`config.mk`:
```
export PLATFORM = sky130hd
export DESIGN_NAME = seg7_scan
export DESIGN_NICKNAME = d
export VERILOG_FILES = /design/src/rtl/seg7_pkg.sv /design/src/rtl/seg7_decode.sv /design/src/rtl/seg7_scan.sv
export SDC_FILE = /design/constraint.sdc
export NUM_CORES = 1
export LEC_CHECK = 0
export ABC_AREA = 0
export BUFFER_PORTS_ARGS = -buffer_cell sky130_fd_sc_hd__buf_4
export CORE_ASPECT_RATIO = 0.6
export CORE_MARGIN = 5
export CORE_UTILIZATION = 53
export CTS_CLUSTER_SIZE = 25
export DETAILED_ROUTE_END_ITERATION = 8
export PLACE_DENSITY = 0.74
export REMOVE_ABC_BUFFERS = 1
export SLEW_MARGIN = 20
export SYNTH_ARGS = -nofsm -noshare
export SYNTH_HDL_FRONTEND = slang
export SYNTH_HIERARCHICAL = 1
export SYNTH_SLANG_ARGS = --single-unit
export TNS_END_PERCENT = 30
```
`constraint.sdc`:
```
create_clock -name clk -period 4.05 [get_ports clk]
set_input_delay 0.405 -clock clk [delete_from_list [all_inputs] [get_ports clk]]
set_output_delay 0.405 -clock clk [all_outputs]
set_load 0.02 [all_outputs]
```
`src/rtl/seg7_pkg.sv`:
```
// rtl/seg7_pkg.sv - character codes and segment glyph table shared by the scanner and marquee shifter
package seg7_pkg;

  localparam int CODE_W = 5;

  typedef logic [CODE_W-1:0] code_t;

  localparam code_t CH_A      = 5'd0;
  localparam code_t CH_B      = 5'd1;
  localparam code_t CH_E      = 5'd2;
  localparam code_t CH_F      = 5'd3;
  localparam code_t CH_G      = 5'd4;
  localparam code_t CH_H      = 5'd5;
  localparam code_t CH_I      = 5'd6;
  localparam code_t CH_J      = 5'd7;
  localparam code_t CH_L      = 5'd8;
  localparam code_t CH_P      = 5'd9;
  localparam code_t CH_S      = 5'd10;
  localparam code_t CH_T      = 5'd11;
  localparam code_t CH_O      = 5'd12;
  localparam code_t CH_N      = 5'd13;
  localparam code_t CH_R      = 5'd14;
  localparam code_t CH_BLANK  = 5'd15;
  localparam code_t CH_Y      = 5'd16;
  localparam code_t CH_U      = 5'd17;
  localparam code_t CH_DIGIT0 = 5'd18;

  localparam logic [7:0] SEG_OFF = 8'hFF;
  localparam logic [3:0] AN_OFF  = 4'hF;

  // Active-low glyphs, bit order {dp,g,f,e,d,c,b,a}; dp stays dark everywhere.
  function automatic logic [7:0] seg_of(input code_t code);
    logic [7:0] s;
    case (code)
      CH_A:        s = 8'h88;
      CH_B:        s = 8'h83;
      CH_E:        s = 8'h86;
      CH_F:        s = 8'h8E;
      CH_G:        s = 8'hC2;
      CH_H:        s = 8'h89;
      CH_I:        s = 8'hF9;
      CH_J:        s = 8'hE1;
      CH_L:        s = 8'hC7;
      CH_P:        s = 8'h8C;
      CH_S:        s = 8'h92;
      CH_T:        s = 8'h87;
      CH_O:        s = 8'hC0;
      CH_N:        s = 8'hAB;
      CH_R:        s = 8'hAF;
      CH_BLANK:    s = SEG_OFF;
      CH_Y:        s = 8'h91;
      CH_U:        s = 8'hC1;
      CH_DIGIT0:   s = 8'hC0;
      5'd19:       s = 8'hF9;
      5'd20:       s = 8'hA4;
      5'd21:       s = 8'hB0;
      5'd22:       s = 8'h99;
      5'd23:       s = 8'h92;
      5'd24:       s = 8'h82;
      5'd25:       s = 8'hF8;
      5'd26:       s = 8'h80;
      5'd27:       s = 8'h90;
      default:     s = SEG_OFF;
    endcase
    return s;
  endfunction

endpackage

```
`src/rtl/seg7_decode.sv`:
```
// rtl/seg7_decode.sv - combinational character code to active-low segment decode
module seg7_decode
  import seg7_pkg::*;
(
  input  logic [CODE_W-1:0] code,
  output logic [7:0]        seg
);

  assign seg = seg_of(code);

endmodule

```
`src/rtl/seg7_scan.sv`:
```
// rtl/seg7_scan.sv - four-digit multiplexed seven-segment scanner with dead time and frame latch
module seg7_scan
  import seg7_pkg::*;
#(
  parameter int SCAN_DIV = 25000,
  parameter int DEAD     = 2
) (
  input  logic              clk,
  input  logic              rst,
  input  logic              en,
  input  logic [CODE_W-1:0] q0,
  input  logic [CODE_W-1:0] q1,
  input  logic [CODE_W-1:0] q2,
  input  logic [CODE_W-1:0] q3,
  output logic [3:0]        an,
  output logic [7:0]        seg
);

  localparam logic [15:0] CNT_LAST = 16'(SCAN_DIV - 1);
  localparam logic [15:0] DEAD_CYC = 16'(DEAD);

  logic [15:0]      cnt_q, cnt_d;
  logic [1:0]       idx_q, idx_d;
  code_t [3:0]      code_q, code_d;
  logic [3:0]       an_q, an_d;
  logic [7:0]       seg_q, seg_d;
  logic             latch;
  code_t            show_code;
  logic [7:0]       show_seg;

  // In the latch cycle the stored codes are still from the previous frame,
  // so the incoming q0 is decoded directly.
  assign latch     = en && (cnt_q == 16'd0) && (idx_q == 2'd0);
  assign show_code = latch ? q0 : code_q[idx_q];

  seg7_decode u_decode (
    .code (show_code),
    .seg  (show_seg)
  );

  always_comb begin
    cnt_d  = cnt_q;
    idx_d  = idx_q;
    code_d = code_q;
    an_d   = AN_OFF;
    seg_d  = SEG_OFF;
    if (en) begin
      if (latch) begin
        code_d = {q3, q2, q1, q0};
      end
      if (cnt_q == CNT_LAST) begin
        cnt_d = 16'd0;
        idx_d = idx_q + 2'd1;
      end else begin
        cnt_d = cnt_q + 16'd1;
      end
      if (cnt_q >= DEAD_CYC) begin
        an_d[2'd3 - idx_q] = 1'b0;
      end
      seg_d = show_seg;
    end
  end

  always_ff @(posedge clk) begin
    if (rst) begin
      cnt_q  <= 16'd0;
      idx_q  <= 2'd0;
      code_q <= {4{CH_BLANK}};
      an_q   <= AN_OFF;
      seg_q  <= SEG_OFF;
    end else begin
      cnt_q  <= cnt_d;
      idx_q  <= idx_d;
      code_q <= code_d;
      an_q   <= an_d;
      seg_q  <= seg_d;
    end
  end

  assign an  = an_q;
  assign seg = seg_q;

endmodule

```
; Word-level counts from Yosys, hierarchy flattened
; Memories as Yosys holds them, arrays and structs flattened. A register that Yosys moved wholly into a read port is not among the register bits.
; Cells that the tools add are included.
[totals]
n_memories = 1
wordCells = 35
latchBits = 0
inputBits = 23
ramBits = 0
output_inout_bits = 12
register_bits = 50
rom_bits = 224
[op_classes]
n_reduce_logical = 9
shifts = 0
mul = 0
order_cmp = 4
bitwise = 3
eq_ne = 1
n_mux = 6
div = 0
add_sub_neg = 3
[memory_table]
columns = name, words, width, read_ports, rd_clocked_by_memory_dff, write_ports, line_no
row1 = (name not given), 32, 7, 1, 1, 0, seg7_pkg.sv:34  ; case (code)
[op_table]
columns = operator, count
row1 = $add 16x1->16 const B, 1
row2 = $eq 16x15->1 const B, 1
row3 = $ge 16x2->1 const B, 1
row4 = $logic_not 16->1, 1
row5 = $mux 16, 1
row6 = $bmux 5 s2, 1
row7 = $mux 5, 2
row8 = $lt 2x3->1 const B, 2
row9 = $not 4->4, 1
row10 = $reduce_and 2->1, 2
row11 = $logic_and 1x1->1, 3
row12 = $reduce_or 3->1, 1
row13 = $add 2x1->2 const B, 1
row14 = $demux 1 s2, 1
row15 = $ge 2x1->1 const B, 1
row16 = $logic_not 2->1, 1
row17 = $not 1->1, 2
row18 = $reduce_or 2->1, 1
row19 = $sub 2x2->2 const A, 1
row20 = $mux 1, 1

; Depth between registers and ports, before layout
[depth]
depth_word = 6
mapped_depth = 14
depth_no_buf = 11

; Cells and area by module
; Netlist, hierarchy kept.
[by_module_without_submodules]
columns = module, area_per_inst_um2, instances, seq_area_each_um2, cells_each
row1 = seg7_scan, 2277.2, 1, 1001.0, 239
row2 = seg7_decode, 474.2, 1, 0.0, 61

; Worst setup path after synthesis
; Ideal clock, no wire load.
[synth_path]
path_type = register -> register
from = reg idx_q[0]
to = reg seg_q[3], in the netlist seg[3]
synth_period_minus_slack_ns = 3.089
path_stages_with_launch = 14
t_required_ns = 3.918
setup_time_ns = 0.132
path_buffers = 2
arrival_ns = 2.957
path_slack_ns = 0.961
cell_sequence = dfxtp_1 -> clkbuf_1 -> inv_1 -> ha_1 -> nand3_1 -> clkbuf_1 -> o21ai_0 -> nand2_1 -> inv_1 -> ha_1 -> mux2_4 -> a2111oi_1 -> a21oi_1 -> nand2b_1
[synth_via]
elab_chain_cells = 3
elab_cells_between_ends = 5
[synth_rtl]
columns = element, line_no
row1 = start: declaration, seg7_scan.sv:23  ; logic [1:0] idx_q, idx_d;
row2 = start signal: assignment, seg7_scan.sv:73  ; idx_q <= idx_d;
row3 = $bmux 5 s2 or $logic_not 2->1 (tied branches), "seg7_scan.sv:34, seg7_scan.sv:33"
row4 = $mux 5 (not written as such) or $logic_and 1x1->1 (tied branches), "seg7_scan.sv:34, seg7_scan.sv:33"
row5 = $mux 5 (*), seg7_scan.sv:34  ; assign show_code = latch ? q0 : code_q[idx_q];
row6 = net show_code[1], seg7_scan.sv:28  ; code_t show_code;
row7 = end: declaration, seg7_scan.sv:26  ; logic [7:0] seg_q, seg_d;
; The timed path passes the listed nets; every way through them passes the cells marked *. The select of a mux whose other input is x is not followed.
; A chain may end at the register's enable or synchronous reset.

; Final worst setup path
; Same ends and word-level chain as after synthesis.

==> qor.yml <==
hold_viol: 0
synth_compound_area_share_pct: 7.64
nFillCells: 456
synth.distinct_cells: 50
slew_viol_final: 0
synth-adder-area-share_pct: 6.37
hp-class: "primary input to flop"
path_clk_slew_ps: 90
synth.area.mux_share_pct: 13.0
ios: 35
drt_iter0_drc: 180
cp-end-kind: "flop"
cts_tree: "done"
h-tree-depth: 2
dpl_worst_slack_ps: 748
cts_resized: 0
rows: 20
fp.dieW_um: 103
fmax_mhz: 298
synth_top_family_by_area: "simple AND/OR/NAND/NOR gates"
rsz0062_at_grt: "no"
syn2layout_area_growth_pct: 9.64
setup_viol: 0
drc: 0
initial_core_util_pct: 54.4
grt_pass1_vias: 2004
finish.utilization_pct: 59.7
crit_type: "flop to flop"
synthSimpleGateAreaFrac_pct: 24.2
grt_start_max_net_pins: 38
postCtsSetupBuffers: 0
synth.avg_cell_area_um2: 9.17
syn_inst: 300
antenna_found_initial: 0
die-area_mm2: 0.00678
crit_arrival_ps: 3530
root_buffer: "clkbuf_8"
cts.sinks: 50
worstSetupStartpointType: "flop"
area.sequential_mm2: 0.00100
routabilityCongestion: 0.969
grt_pass1_wl_um: 10100
timing.slew.headroom_pct: 44.8
dp.final_hpwl_um: 4400
overflow: 0
worstPathRequired_ps: 4230
via_per_inst: 5.61
status: "complete, no violations"
cts_hold_buf: 0
clk_path_buf_depth: 2
io_buffers: 34
fin_setup_tns_ps: 0
nets: 357
vias: 2171
holdWs_ps: 353
drt.antenna.violating_nets: 0
first_pass_iters: 4
multi_input_area_mm2: 0.00155
ir_drop_mv: 0.171
cts_buffers: 5
yosysSeqAreaShare_pct: 36.4
track_usage_pct: 19.1
p_per_area_mw_per_mm2: 370
wl_um: 6010
clock_latency_ps: 310
final.period_utilization_pct: 82.7
crit_fanout: 14
p_leak_nw: 1.19
ys_warn_count: 6
setup_slack_ps: 700
syn_area_mm2: 0.00275
drive_gt1_share_pct: 18.7
core_area_mm2: 0.00505
diodes: 0
worst_pin_slew_ps: 825
synth_xor_area_share_pct: 5.09
finalClockSkew_ps: 5.15
finalCriticalPeriod_ps: 3350
drt-wirelength-per-cell_um: 15.5
ys_seq_elements: 50
cap_violations: 0
die_y_um: 65.8
==> area by class of cell <==
type,instances,area share (%)
well taps,66,2.74
clock buffers,7,2.86
repair buffers,34,8.46
clock inverters,1,0.166
multi-input cells,220,51.5
inverters,9,1.12
flip-flops and latches,50,33.2
==> sequential cells by signal (all words and copies together) (netlist names) <==
register  count
an            4
cnt_q        16
seg           8
idx_q         2
code_q       20
==> metal layers <==
layer / share of wire, % / track usage (%) / vias up / wire length [µm]
li1: - / - / 1074 / -
met1: 49 / 29.3 / 987 / 2970
met2: 40 / 25.6 / 100 / 2400
met3: 9.2 / 5.06 / 10 / 552
met4: 1.4 / 5.98 / 0 / 83
met5: 0 / 0 / - / 0
==> critical path: stages (launching register included) <==
cell and delay (ps):
dfxtp_1 560, inv_1 160, ha_1 270, nand3_1 370
o21ai_0 140, nand2_1 280, inv_1 180, ha_1 380
mux2_4 290, a2111oi_1 400, a21oi_1 60, nand2b_1 150
==> synthesized netlist by cell type (all sizes together) <==
cell	number	share of area (%)
clkbuf	6	1.2
nor2	48	6.8
inv	9	1.2
and4	4	1.4
a22o	2	0.64
or3b	1	0.32
dfxtp	50	36
buf	13	4.0
or2	2	0.45
nand2	18	2.5
o311a	1	0.36
mux4	6	4.9
mux2i	18	6.5
mux2	3	1.5
and3b	1	0.32
dlymetal6s2s	1	0.45
a2111oi	1	0.36
ha	14	6.4
nand3	13	2.4
a21oi	7	1.3
nor4	8	2.5
xor2	5	1.6
nor2b	1	0.23
xnor2	11	3.5
and2	1	0.23
o21ai	18	3.3
nand4	9	2.3
a311oi	1	0.32
a31oi	2	0.45
o2111ai	1	0.32
nand3b	5	1.4
nand2b	10	2.3
dlygate4sd1	1	0.32
o31a	1	0.36
nor3	2	0.36
conb	1	0.14
o211ai	1	0.27
and3	3	0.68
or3	1	0.23
==> cell families after synthesis <==
| kind of cell | after synthesis |
|---|---|
| compound gates | 35 |
| xor+xnor | 16 |
| fa+ha+maj | 14 |
| buf+inv | 30 |
| flops | 50 |
| mux | 27 |
| other cells | 1 |
| simple gates | 127 |
==> metrics by stage <==
step	power [W]	cells	cell area, µm²
after floorplan	0.000738	279	2590
after global routing	0.00118	387	3020
after CTS	0.00112	387	3020
final	0.00112	387	3020
after global placement	0.000817	379	2930
after detailed placement	0.000822	379	2930
==> cell usage in the layout (no fill, tap or decap), drive strengths merged, types with 2 or more instances in the layout <==
master,count
dfxtp,50
nor2,48
buf,34
nand2,18
mux2i,18
o21ai,18
ha,14
nand3,13
xnor2,11
nand2b,10
inv,9
nand4,9
nor4,8
a21oi,7
clkbuf,7
mux4,6
xor2,5
nand3b,5
and4,4
and3,3
mux2,3
nor3,2
or2,2
a22o,2
a31oi,2
==> power by group <==
group	leakage (nW)	switching [W]	internal, W
Clock	0.0482	0.000162	0.000138
Combinational	0.737	0.000152	0.000129
Sequential	0.409	0.0000156	0.000520
Total	1.19	0.000330	0.000788
==> final timing paths <==
kind / from / end / slack (ps) / cells after the start
min reg2reg: code_q[19] / code_q[19] / 490 / 2
max reg2reg: idx_q[0] / seg[3] / 700 / 11
min: q3[0] / code_q[15] / 350 / 3
max: idx_q[0] / seg[3] / 700 / 11
(Power assumes the default switching activity.)
